File: src/rtl/mac_sched_pkg.sv
// Shared types for the mac_dot_sched scheduler: FSM states, requester id, accumulator width helper.
package mac_sched_pkg;

   typedef enum logic [1:0] {
      IDLE,
      RUN,
      DRAIN,
      RESULT
   } state_t;

   typedef logic req_id_t;

   localparam int unsigned NUM_REQ = 2;

   function automatic int unsigned acc_w(input int unsigned dw);
      return 3 * dw;
   endfunction

   localparam int unsigned ACC_W = acc_w(8);

endpackage

File: src/rtl/mac_sched_dp.sv
// Two-stage MAC datapath: operand registers then a clear/enable-gated accumulator.
// MAC_SAT_EN selects a saturating accumulator instead of modulo wrap.
module mac_sched_dp
   import mac_sched_pkg::*;
#(
   parameter int unsigned DWIDTH = 8
) (
   input  logic                  clk,
   input  logic                  rst,
   input  logic                  clr_i,
   input  logic                  ld_i,
   input  logic [DWIDTH-1:0]     a_i,
   input  logic [DWIDTH-1:0]     b_i,
   output logic [3*DWIDTH-1:0]   acc_o
);

   localparam int unsigned AW = acc_w(DWIDTH);

   logic [DWIDTH-1:0]   a_q, b_q;
   logic                mul_en_q;
   logic [AW-1:0]       acc_q, acc_d;
   logic [2*DWIDTH-1:0] prod;

   assign prod = a_q * b_q;

`ifdef MAC_SAT_EN
   logic [AW:0] sum;

   // Products are never negative, so once the sum clips it stays at full scale until the next clear.
   always_comb begin
      sum   = {1'b0, acc_q} + {{(DWIDTH + 1){1'b0}}, prod};
      acc_d = sum[AW] ? '1 : sum[AW-1:0];
   end
`else
   always_comb begin
      acc_d = acc_q + {{DWIDTH{1'b0}}, prod};
   end
`endif

   always_ff @(posedge clk) begin
      if (rst) begin
         a_q      <= '0;
         b_q      <= '0;
         mul_en_q <= 1'b0;
         acc_q    <= '0;
      end else begin
         if (ld_i) begin
            a_q <= a_i;
            b_q <= b_i;
         end
         mul_en_q <= ld_i & ~clr_i;
         if (clr_i) begin
            acc_q <= '0;
         end else if (mul_en_q) begin
            acc_q <= acc_d;
         end
      end
   end

   assign acc_o = acc_q;

endmodule

File: src/rtl/mac_dot_sched.sv
// Two-requester dot-product scheduler: round-robin job grant, beat counter and FSM around mac_sched_dp.
// Build with MAC_SAT_EN defined for a saturating accumulator.
module mac_dot_sched
   import mac_sched_pkg::*;
#(
   parameter int unsigned DWIDTH = 8,
   parameter int unsigned LEN_W  = 10
) (
   input  logic                  clk,
   input  logic                  rst,
   input  logic [1:0]            req_valid,
   input  logic [2*LEN_W-1:0]    req_len,
   output logic [1:0]            req_ready,
   input  logic [1:0]            op_valid,
   input  logic [2*DWIDTH-1:0]   op_a,
   input  logic [2*DWIDTH-1:0]   op_b,
   output logic [1:0]            op_ready,
   output logic                  res_valid,
   output logic [3*DWIDTH-1:0]   res_data,
   output logic                  res_id,
   input  logic                  res_ready,
   output logic                  busy
);

   state_t           state_q;
   req_id_t          id_q;
   req_id_t          last_grant_q;
   logic [LEN_W-1:0] len_q;
   logic [LEN_W-1:0] cnt_q;
   logic             res_valid_q;

   logic [1:0]       gnt_d;
   req_id_t          gnt_id_d;
   logic             gnt_fire;
   logic [LEN_W-1:0] len_d;
   logic [LEN_W-1:0] cnt_d;
   logic             op_fire;
   logic [DWIDTH-1:0] a_d, b_d;

   // Round-robin: on a tie the requester that did not win last time is granted.
   always_comb begin
      gnt_d = '0;
      if (state_q == IDLE && !rst) begin
         case (req_valid)
            2'b01:   gnt_d = 2'b01;
            2'b10:   gnt_d = 2'b10;
            2'b11:   gnt_d = last_grant_q ? 2'b01 : 2'b10;
            default: gnt_d = 2'b00;
         endcase
      end
   end

   assign gnt_id_d  = gnt_d[1];
   assign gnt_fire  = |gnt_d;
   assign len_d     = gnt_id_d ? req_len[2*LEN_W-1:LEN_W] : req_len[LEN_W-1:0];
   assign req_ready = gnt_d;

   assign op_ready = (state_q == RUN) ? (id_q ? 2'b10 : 2'b01) : 2'b00;
   assign op_fire  = |(op_valid & op_ready);
   assign a_d      = id_q ? op_a[2*DWIDTH-1:DWIDTH] : op_a[DWIDTH-1:0];
   assign b_d      = id_q ? op_b[2*DWIDTH-1:DWIDTH] : op_b[DWIDTH-1:0];
   assign cnt_d    = cnt_q + 1'b1;

   always_ff @(posedge clk) begin
      if (rst) begin
         state_q      <= IDLE;
         id_q         <= 1'b0;
         last_grant_q <= 1'b1;
         len_q        <= '0;
         cnt_q        <= '0;
         res_valid_q  <= 1'b0;
      end else begin
         case (state_q)
            IDLE: begin
               if (gnt_fire) begin
                  id_q         <= gnt_id_d;
                  last_grant_q <= gnt_id_d;
                  len_q        <= len_d;
                  cnt_q        <= '0;
                  if (len_d != '0) begin
                     state_q <= RUN;
                  end else begin
                     state_q     <= RESULT;
                     res_valid_q <= 1'b1;
                  end
               end
            end
            RUN: begin
               if (op_fire) begin
                  cnt_q <= cnt_d;
                  if (cnt_d == len_q) state_q <= DRAIN;
               end
            end
            // One cycle for the final product to land in the accumulator.
            DRAIN: begin
               state_q     <= RESULT;
               res_valid_q <= 1'b1;
            end
            RESULT: begin
               if (res_ready) begin
                  state_q     <= IDLE;
                  res_valid_q <= 1'b0;
               end
            end
            default: state_q <= IDLE;
         endcase
      end
   end

   mac_sched_dp #(
      .DWIDTH (DWIDTH)
   ) u_dp (
      .clk   (clk),
      .rst   (rst),
      .clr_i (gnt_fire),
      .ld_i  (op_fire),
      .a_i   (a_d),
      .b_i   (b_d),
      .acc_o (res_data)
   );

   assign res_valid = res_valid_q;
   assign res_id    = id_q;
   assign busy      = (state_q != IDLE);

endmodule
File: config.mk
export PLATFORM = sky130hd
export DESIGN_NAME = mac_dot_sched
export DESIGN_NICKNAME = d
export VERILOG_FILES = /design/src/rtl/mac_sched_pkg.sv /design/src/rtl/mac_sched_dp.sv /design/src/rtl/mac_dot_sched.sv
export SDC_FILE = /design/constraint.sdc
export NUM_CORES = 1
export LEC_CHECK = 0
export BUFFER_PORTS_ARGS = -buffer_cell sky130_fd_sc_hd__buf_4
export CAP_MARGIN = 20
export CORE_AREA = 3 3 127 129
export CTS_CLUSTER_SIZE = 24
export DETAILED_ROUTE_END_ITERATION = 16
export DIE_AREA = 0 0 130 132
export HOLD_SLACK_MARGIN = 0.12
export PLACE_DENSITY_LB_ADDON = 0.25
export SETUP_SLACK_MARGIN = 0.3
export SLEW_MARGIN = 30
export SYNTH_ARGS = -nofsm -noshare
export SYNTH_HDL_FRONTEND = slang
export SYNTH_SLANG_ARGS = --single-unit
File: constraint.sdc
create_clock -name clk -period 7.4 [get_ports clk]
set_clock_uncertainty 0.15 [all_clocks]
set_input_delay 1.48 -clock clk [delete_from_list [all_inputs] [get_ports clk]]
set_output_delay 1.48 -clock clk [all_outputs]
set_load 0.01 [all_outputs]
==> reports/qor.csv, run 1 <==
stage;metric;value;unit
finish;commonest cells after routing, fill and taps aside;100 x inv_1, 92 x buf_4, 65 x dfxtp_1, 50 x nand2_1, 50 x fa_1;
setup_path;most used cell, CP;fa_1;
global_route;first-pass GRT wire length;24.1;mm
clocking;Max clock buf depth;2;
synth;Post-synth EDFFs;0;
worst_hold_path;worst hold path class;flip-flop to flip-flop;
clocking;root buffer cell;clkbuf_16;
clocking;Inserted Clock Buffers;9;
floorplanning;die area;17200;um2
synth;synthesis warning total;0;
floorplanning;Die Ht;132;um
sta;achievable frequency;0.203;GHz
sta;Period Utilization, post-route;66.6;%
setup_path;worst endpoint data arrival time;5.07;ns
sta;Final setup viols;0;
detailed_routing;Final ANT Viol Nets;0;
run_status;run status;completed;
clocking;CTS tree;done;
setup_path;worst r2r src;u_dp.b_q[5];
sta;final hold slack;0.332;ns
detailed_routing;final wirelength;14.5;mm
clocking;Post-CTS Setup Bufs;0;
synth;Yosys cell types;59;
flow_run;max_cap viols;0;
sta;Final Hold Fails;0;
synth;synthesized cell area;6040;um2
clocking;H-tree levels;3;
floorplanning;Core ar.;15100;um2
setup_path;Max stage delay on crit path;0.55;ns
sta;Worst-Margin Slew;0.755;ns
finish;Layout area overhead;18.5;%
synth;flops & latches, synth;66;
setup_path;CP max stage cell;fa_1;
sta;setup TNS;0;ns
floorplanning;Rows;45;
finish;ant diodes;0;
worst_hold_path;Hold Crit Start;cnt_q[9];
setup_path;critical path required time;7.54;ns
place;GPL Wtd Cong;0.867;
synth;ys flop type;dfxtp_1;
setup_path;Buf+Inv Stages, Crit Path;2;
setup_path;Worst Path Max Fanout;9;
setup_path;worst path cell trace;and2_1 > fa_1 > fa_1 > inv_1 > fa_1 > fa_1 > inv_1 > ha_1 > a21o_1 > a211o_1 > a211oi_1 > a21oi_1 > or4b_1 > nand3_1;
detailed_routing;routed vias;5124;
pwr;Power Density;193;nW/um2
clocking;Resized cells post-CTS;0;
detailed_routing;Pre-Repair DR Iteration Count;4;
setup_path;Critical Path End Type;flip-flop;
clocking;clock-pin transition on the worst setup and hold timing paths;0.06;ns
global_route;largest net degree at the start of global routing;38;
detailed_routing;vias per cell;5.21;
finish;Nets;946;
clocking;CTS Sinks;66;
setup_path;Crit path max-delay family;adder cells;
clocking;Skew-Pair Late Insertion Delay;0.35;ns
global_route;antenna violations before repair;0;
sta;relative slew slack;49.7;%
floorplanning;Die Wd;130;um
synth;Mapped Cells;715;
pwr;VDD IR-drop max;0.108;mV
synth;Net Count, Synth;871;
setup_path;Crit Path Category;flip-flop to flip-flop;
setup_path;Worst Setup Start Kind;flip-flop;
finish;share of cells above drive strength 1;14.6;%
finish;post-route cell area;7160;um2
place;Port Buffers;89;
sta;RSZ-0062 raised after global routing;false;
sta;fin crit period;4.93;ns
global_route;total grt overflow;0;
sta;Slew Limit Fails;0;
clocking;CTS Hold Bufs;0;
detailed_routing;DRC violations left;0;
synth;sequential-to-total area share from yosys stat;21.9;%
synth;syn_area_per_cell;8.45;um2
setup_path;CP Launch Point;u_dp.b_q[5];
place;post-DP HPWL;11.2;mm
pwr;total power;0.00139;W
place;placed instance area;6860;um2
floorplanning;Initial Util;39.9;%
floorplanning;Ports;90;
finish;commonest non-fill, non-tap cell in the layout;inv_1;
synth;Synth async-reset ratio;0;%
detailed_routing;DR WL/cell;14.8;um
global_route;vias in the first global route;5006;
global_route;Total GRT Usage;17.4;%
detailed_routing;initial drt markers;255;
pwr;Leak Pwr;3.41;nW
-- sequential cells by signal, indices dropped and copies added (netlist names) --
| signal | flops |
|---|---|
| len_q | 10 |
| u_dp.mul_en_q | 1 |
| res_valid | 1 |
| cnt_q | 10 |
| u_dp.b_q | 8 |
| last_grant_q | 1 |
| state_q | 2 |
| u_dp.acc_o | 24 |
| u_dp.a_q | 8 |
| res_id | 1 |
-- power breakdown --
group          switching, W  total, W  internal (W)
logic              0.000253  0.000449      0.000196
clock network      0.000183  0.000446      0.000263
registers         0.0000844  0.000490      0.000406
-- final timing paths --
kind,cells after the start,to,slack [ns]
max reg2reg,14,u_dp.acc_o[21],2.47
min,1,cnt_q[9],0.33
min reg2reg,1,cnt_q[9],0.33
max,14,u_dp.acc_o[21],2.47
-- layer usage --
layer / vias up / wire length (um) / GRT usage [%]
li1: 2583 / - / -
met1: 2430 / 6660 / 22.8
met3: 13 / 573 / 3.69
met5: - / 0 / 0
met4: 0 / 155 / 4.62
met2: 98 / 7120 / 29.0
-- synthesized netlist by cell type (8+ instances only) --
cell	count	area share, %
xnor2_1	9	1.3
nor2b_1	9	0.93
nor2_1	46	2.9
nand3_1	23	1.9
and3_1	13	1.3
mux2i_1	41	6.8
inv_1	100	6.2
o21a_1	8	0.99
nor3_1	12	0.99
nor4_1	8	0.83
a211oi_1	23	2.9
fa_1	50	17
clkbuf_1	19	1.2
o21ai_0	30	2.5
and2_1	42	4.3
a21o_1	8	0.99
dfxtp_1	66	22
ha_1	47	9.7
nand2_1	51	3.2
a21oi_1	31	2.6
-- worst reg2reg max path, stage by stage (launching register included) --
cell      delay, ns
dfxtp_1        0.50
and2_1         0.20
fa_1           0.45
fa_1           0.55
inv_1          0.05
fa_1           0.51
fa_1           0.54
inv_1          0.04
ha_1           0.34
a21o_1         0.19
a211o_1        0.31
a211oi_1       0.23
a21oi_1        0.21
or4b_1         0.51
nand3_1        0.09
-- stage by stage --
stage,utilization [%],cells,setup slack (ns)
3_3_place_gp,45.3,967,2.57
6_report,47.3,983,2.47
2_1_floorplan,-,715,2.70
5_1_grt,47.3,983,2.23
4_1_cts,47.3,983,2.46
3_5_place_dp,45.3,967,2.48
-- cells by family after synthesis --
| family | synth area share (%) |
|---|---|
| mux | 6.79 |
| fa+ha+maj | 26.3 |
| simple gates | 20.4 |
| flops | 21.9 |
| xor+xnor | 2.03 |
| compound gates | 14.4 |
| buf+inv | 8.18 |
-- area by class of cell --
cell class | instances | area [um2]
Clock buffer | 9 | 225
Multi-Input combinational cell | 520 | 4230
Timing Repair Buffer | 92 | 691
Sequential cell | 66 | 1320
Tap cell | 188 | 235
Fill cell | 1491 | 7980
Clock inverter | 7 | 77.6
Inverter | 101 | 379
Power figures use the tool's default switching activity.
==> run 2: changes to the inputs <==
==> constraint.sdc (replaced) <==
create_clock -name clk -period 5.2 [get_ports clk]
set_clock_uncertainty 0.15 [all_clocks]
set_input_delay 1.04 -clock clk [delete_from_list [all_inputs] [get_ports clk]]
set_output_delay 1.04 -clock clk [all_outputs]
set_load 0.01 [all_outputs]
==> run 2 against run 1 <==
Global-route usage decreased by 0.17 points. Combinational power increased by 50%. Clock power increased by 39%. Largest cell class unchanged. Fmax increased by 4.9%. Critical path type unchanged. Non-clock buffer count increased by 6.
==> reports/qor.csv, run 2 (same netlist as run 1, synthesis figures left out) <==
stage;metric;value;unit;change
detailed_routing;DR WL/cell;14.6;um;was 14.8 um
sta;Slew Limit Fails;0;;unchanged
clocking;Max clock buf depth;2;;unchanged
detailed_routing;routed vias;5189;;was 5124
sta;Final setup viols;0;;unchanged
setup_path;Max stage delay on crit path;0.55;ns;about the same
sta;achievable frequency;0.213;GHz;was 0.203 GHz
sta;final hold slack;0.320;ns;was 0.332 ns
place;GPL Wtd Cong;0.845;;was 0.867
pwr;Leak Pwr;3.43;nW;was 3.41 nW
global_route;total grt overflow;0;;unchanged
clocking;root buffer cell;clkbuf_16;;unchanged
setup_path;worst path cell trace;and2_1 > fa_1 > fa_1 > inv_1 > fa_1 > fa_1 > inv_1 > ha_4 > a21o_1 > a211o_1 > a211oi_2 > a21oi_2 > or4b_1 > nand3_1;;was and2_1 > fa_1 > fa_1 > inv_1 > fa_1 > fa_1 > inv_1 > ha_1 > a21o_1 > a211o_1 > a211oi_1 > a21oi_1 > or4b_1 > nand3_1
clocking;CTS tree;done;;unchanged
global_route;vias in the first global route;4871;;was 5006
sta;Period Utilization, post-route;90.4;%;was 66.6%
floorplanning;Rows;45;;unchanged
global_route;antenna violations before repair;0;;unchanged
clocking;clock-pin transition on the worst setup and hold timing paths;0.06;ns;about the same
setup_path;Critical Path End Type;flip-flop;;unchanged
clocking;H-tree levels;3;;unchanged
clocking;Skew-Pair Late Insertion Delay;0.34;ns;was 0.35 ns
finish;fin cells;989;;was 983
finish;Multi-input gate area;4270;um2;was 4230 um2
floorplanning;Ports;90;;unchanged
pwr;total power;0.00198;W;was 0.00139 W
floorplanning;Core ar.;15100;um2;unchanged
finish;ant diodes;0;;unchanged
clocking;CTS Hold Bufs;0;;unchanged
place;Placed Instances;972;;was 967
finish;Reg area;1340;um2;was 1320 um2
finish;Layout area overhead;20.2;%;was 18.5%
sta;Worst-Margin Slew;0.724;ns;was 0.755 ns
setup_path;Buf+Inv Stages, Crit Path;2;;unchanged
clocking;Inserted Clock Buffers;9;;unchanged
detailed_routing;final wirelength;14.4;mm;was 14.5 mm
floorplanning;Die Wd;130;um;unchanged
detailed_routing;vias per cell;5.25;;was 5.21
floorplanning;die area;17200;um2;unchanged
sta;setup TNS;0;ns;unchanged
setup_path;most used cell, CP;fa_1;;unchanged
detailed_routing;Final ANT Viol Nets;0;;unchanged
finish;commonest non-fill, non-tap cell in the layout;inv_1;;unchanged
pwr;VDD IR-drop max;0.171;mV;was 0.108 mV
setup_path;worst endpoint data arrival time;4.83;ns;was 5.07 ns
sta;fin crit period;4.70;ns;was 4.93 ns
global_route;Total GRT Usage;17.3;%;was 17.4%
global_route;largest net degree at the start of global routing;38;;unchanged
finish;max reg flops;24;;unchanged
sta;RSZ-0062 raised after global routing;true;;was false
setup_path;Crit path max-delay family;adder cells;;unchanged
worst_hold_path;worst hold path class;flip-flop to flip-flop;;unchanged
place;post-DP HPWL;11.3;mm;was 11.2 mm
sta;relative slew slack;51.4;%;was 49.7%
finish;commonest cells after routing, fill and taps aside;100 x inv_1, 98 x buf_4, 54 x dfxtp_1, 50 x nand2_1, 50 x fa_1;;was 100 x inv_1, 92 x buf_4, 65 x dfxtp_1, 50 x nand2_1, 50 x fa_1
finish;Nets;952;;was 946
detailed_routing;DRC violations left;0;;unchanged
setup_path;Worst Setup Start Kind;flip-flop;;unchanged
global_route;first-pass GRT wire length;23.9;mm;was 24.1 mm
clocking;CTS Sinks;66;;unchanged
pwr;Power Density;272;nW/um2;was 193 nW/um2
setup_path;Crit Path Category;flip-flop to flip-flop;;unchanged
setup_path;Worst Path Max Fanout;9;;unchanged
finish;Fillers;1486;;was 1491
run_status;run status;completed;;unchanged
setup_path;CP max stage cell;fa_1;;unchanged
detailed_routing;initial drt markers;205;;was 255
flow_run;max_cap viols;0;;unchanged
finish;share of cells above drive strength 1;17.0;%;was 14.6%
detailed_routing;Pre-Repair DR Iteration Count;5;;was 4
sta;Final Hold Fails;0;;unchanged
floorplanning;Die Ht;132;um;unchanged
place;Port Buffers;89;;unchanged
setup_path;critical path required time;5.33;ns;was 7.54 ns
floorplanning;Initial Util;39.9;%;unchanged
## run 2: final timing paths
kind	startpoint	to	slack, ns	depth (start not counted)
worst max-delay path	u_dp.b_q[5]	u_dp.acc_o[23]	0.50	14
worst min-delay path	cnt_q[9]	cnt_q[9]	0.32	1
worst max register to register	u_dp.b_q[5]	u_dp.acc_o[23]	0.50	14
worst min register to register	cnt_q[9]	cnt_q[9]	0.32	1
## run 2: layout make-up
class / instances / area share, %
clock buffers: 12 / 3.39
clock inverters: 4 / 0.706
inverters: 101 / 5.22
multi-input cells: 520 / 58.8
flip-flops and latches: 66 / 18.5
well taps: 188 / 3.24
repair buffers: 98 / 10.1
## run 2: routing by layer
layer | up-vias | wire (um) | GRT usage, %
li1 | 2598 | - | -
met1 | 2473 | 6580 | 23.0
met2 | 103 | 7000 | 28.2
met3 | 15 | 617 | 4.01
met4 | 0 | 230 | 4.33
met5 | - | 0 | 0
## run 2: per-stage QoR
| step | utilization, % | setup WS [ns] | cell area (um2) |
|---|---|---|---|
| after floorplan | - | 0.500 | 6040 |
| after global placement | 45.5 | 0.364 | 6900 |
| after detailed placement | 45.5 | 0.290 | 6900 |
| after CTS | 47.6 | 0.329 | 7200 |
| after global routing | 48.0 | 0.254 | 7260 |
| final | 48.0 | 0.499 | 7260 |
## run 2: power by group
group / switching (W) / internal [W] / leakage, nW
Clock: 0.000234 / 0.000384 / 0.143
Combinational: 0.000385 / 0.000290 / 2.75
Sequential: 0.0000992 / 0.000584 / 0.543
## run 2: what timing repair did
item / in CTS / in global routing
buffers inserted: 0 / 1
endpoints found under the hold margin: 0 / 0
pin swaps: 0 / 4
gates resized for setup: 3 / 18
setup endpoints to repair: 3 / 10
cloned: 0 / 0
==> run 3: changes to the inputs <==
--- a/config.mk
+++ b/config.mk
@@ -13,6 +13,7 @@
 export DIE_AREA = 0 0 130 132
 export HOLD_SLACK_MARGIN = 0.12
 export PLACE_DENSITY_LB_ADDON = 0.25
+export RECOVER_POWER = 25
 export SETUP_SLACK_MARGIN = 0.3
 export SLEW_MARGIN = 30
 export SYNTH_ARGS = -nofsm -noshare
==> run 3 against run 2 <==
The flow now finishes with violations (max-capacitance violations, max-slew violations). Final area fell by 0.41%. Fmax barely moved. First-iteration DRC count rose by 3.9%. Power fell by 0.21%. Count of clock-buffer cells in the layout did not move. Combinational power barely moved. Cell count did not move. Worst hold slack improved by 0.0045 ns. Highest routed layer unchanged.
==> reports/qor.csv, run 3 (same netlist as run 1, synthesis figures left out) <==
stage;metric;value;unit;change
global_route;largest net degree at the start of global routing;38;;unchanged
detailed_routing;routed vias;5199;;was 5189
detailed_routing;Final ANT Viol Nets;0;;unchanged
finish;Nets;952;;unchanged
pwr;Sw Share;36.4;%;about the same
global_route;Total GRT Usage;17.3;%;unchanged
clocking;Skew-Pair Late Insertion Delay;0.34;ns;about the same
sta;Final setup viols;0;;unchanged
sta;relative slew slack;-4.70;%;was 51.4%
pwr;sequential power share;34.6;%;was 34.5%
pwr;Comb pwr share;34.1;%;was 34.2%
pwr;net switching power;0.000717;W;was 0.000719 W
finish;Layout area overhead;19.7;%;was 20.2%
sta;achievable frequency;0.213;GHz;about the same
pwr;total power;0.00197;W;was 0.00198 W
clocking;root buffer cell;clkbuf_16;;unchanged
clocking;Max clock buf depth;2;;unchanged
setup_path;Critical Path End Type;flip-flop;;unchanged
setup_path;Crit Path Category;flip-flop to flip-flop;;unchanged
floorplanning;Die Wd;130;um;unchanged
pwr;VDD IR-drop max;0.171;mV;about the same
finish;commonest non-fill, non-tap cell in the layout;inv_1;;unchanged
setup_path;critical path required time;5.33;ns;about the same
clocking;CTS tree;done;;unchanged
floorplanning;Ports;90;;unchanged
run_status;run status;finished, violations left;;was completed
floorplanning;die area;17200;um2;unchanged
sta;Final Hold Fails;0;;unchanged
run_status;failing checks;max-capacitance violations, max-slew violations;;
finish;max reg flops;24;;unchanged
clocking;CTS Sinks;66;;unchanged
detailed_routing;final wirelength;14.4;mm;about the same
finish;commonest cells after routing, fill and taps aside;100 x inv_1, 89 x buf_4, 54 x dfxtp_1, 50 x nand2_1, 50 x fa_1;;was 100 x inv_1, 98 x buf_4, 54 x dfxtp_1, 50 x nand2_1, 50 x fa_1
sta;Period Utilization, post-route;90.4;%;about the same
sta;Slew Limit Fails;72;;was 0
floorplanning;Die Ht;132;um;unchanged
finish;Reg area;1340;um2;unchanged
pwr;Clk pwr share;31.3;%;about the same
clocking;clock-pin transition on the worst setup and hold timing paths;0.06;ns;about the same
detailed_routing;vias per cell;5.26;;was 5.25
detailed_routing;DR WL/cell;14.6;um;about the same
global_route;vias in the first global route;4871;;unchanged
place;GPL Wtd Cong;0.845;;unchanged
pwr;P_int;0.00126;W;about the same
detailed_routing;Pre-Repair DR Iteration Count;5;;unchanged
floorplanning;Core ar.;15100;um2;unchanged
pwr;Power Density;273;nW/um2;was 272 nW/um2
finish;Fillers;1493;;was 1486
floorplanning;Rows;45;;unchanged
setup_path;worst endpoint data arrival time;4.84;ns;was 4.83 ns
clocking;Inserted Clock Buffers;9;;unchanged
global_route;antenna violations before repair;0;;unchanged
flow_run;max_cap viols;2;;was 0
clocking;H-tree levels;3;;unchanged
global_route;total grt overflow;0;;unchanged
finish;ant diodes;0;;unchanged
pwr;Leak Pwr;3.40;nW;was 3.43 nW
place;post-DP HPWL;11.3;mm;unchanged
floorplanning;Initial Util;39.9;%;unchanged
sta;Worst-Margin Slew;1.57;ns;was 0.724 ns
detailed_routing;initial drt markers;213;;was 205
finish;Multi-input gate area;4270;um2;unchanged
finish;share of cells above drive strength 1;16.0;%;was 17.0%
sta;fin crit period;4.70;ns;about the same
sta;RSZ-0062 raised after global routing;true;;unchanged
worst_hold_path;worst hold path class;flip-flop to flip-flop;;unchanged
place;Port Buffers;89;;unchanged
detailed_routing;DRC violations left;0;;unchanged
sta;setup TNS;0;ns;unchanged
setup_path;Worst Path Max Fanout;9;;unchanged
setup_path;Worst Setup Start Kind;flip-flop;;unchanged
global_route;first-pass GRT wire length;23.9;mm;unchanged
==> run 3: cell count changes in the layout (fill, tap and decap cells not counted) <==
cell,change
buf_4,-9
clkbuf_4,+1
clkbuf_1,+8
==> run 3: cell type report <==
class / count / share of cell area [%]
well taps: 188 / 3.25
inverters: 101 / 5.24
multi-input cells: 520 / 59.1
repair buffers: 98 / 9.76
flip-flops and latches: 66 / 18.5
clock buffers: 12 / 3.41
clock inverters: 4 / 0.709
==> run 3: worst paths after layout <==
path	end	slack, ns	from	cells after the start
max	u_dp.acc_o[23]	0.50	u_dp.b_q[5]	14
min	cnt_q[9]	0.32	cnt_q[9]	1
max reg2reg	u_dp.acc_o[23]	0.50	u_dp.b_q[5]	14
min reg2reg	cnt_q[9]	0.32	cnt_q[9]	1
==> run 3: critical path, stage by stage (launching register included) <==
cell and delay, ns:
dfxtp_2 0.36, and2_1 0.19, fa_1 0.52, fa_1 0.55, inv_1 0.06, fa_1 0.50
fa_1 0.55, inv_1 0.06, ha_4 0.25, a21o_1 0.17, a211o_1 0.32, a211oi_2 0.25
a21oi_2 0.13, or4b_1 0.49, nand3_1 0.09
==> run 3: repair_timing <==
item | 4_1_cts | 5_1_grt
setup buffers | 0 | 1
hold buffers | 0 | 0
setup endpoints to repair | 3 | 10
resized for setup | 3 | 18
pin swaps | 0 | 4
==> run 3: power by group through the flow <==
stage | Clock, W | Sequential [W] | Combinational, W
global route | 0.000656 | 0.000698 | 0.000764
detailed placement | 0 | 0.000687 | 0.000676
finish | 0.000617 | 0.000682 | 0.000673
floorplan | 0 | 0.000647 | 0.000496
CTS | 0.000634 | 0.000676 | 0.000680
global placement | 0 | 0.000684 | 0.000672
==> run 3: routing by layer <==
layer / global-route usage [%] / up-vias / wire length (um) / part of all wire (%)
li1: - / 2603 / - / -
met1: 23.0 / 2481 / 6570 / 46
met2: 28.2 / 100 / 7040 / 49
met3: 4.01 / 15 / 599 / 4.1
met4: 4.33 / 0 / 230 / 1.6
met5: 0 / - / 0 / 0
==> run 3: stage by stage <==
step | hold WS, ns | utilization (%) | worst slack, ns | cell area (um2) | std cells
floorplan | 0.293 | - | 0.500 | 6040 | 715
global placement | 0.305 | 45.5 | 0.364 | 6900 | 972
detailed placement | 0.314 | 45.5 | 0.290 | 6900 | 972
CTS | 0.322 | 47.6 | 0.329 | 7200 | 988
global route | 0.361 | 47.8 | 0.254 | 7230 | 989
finish | 0.324 | 47.8 | 0.498 | 7230 | 989
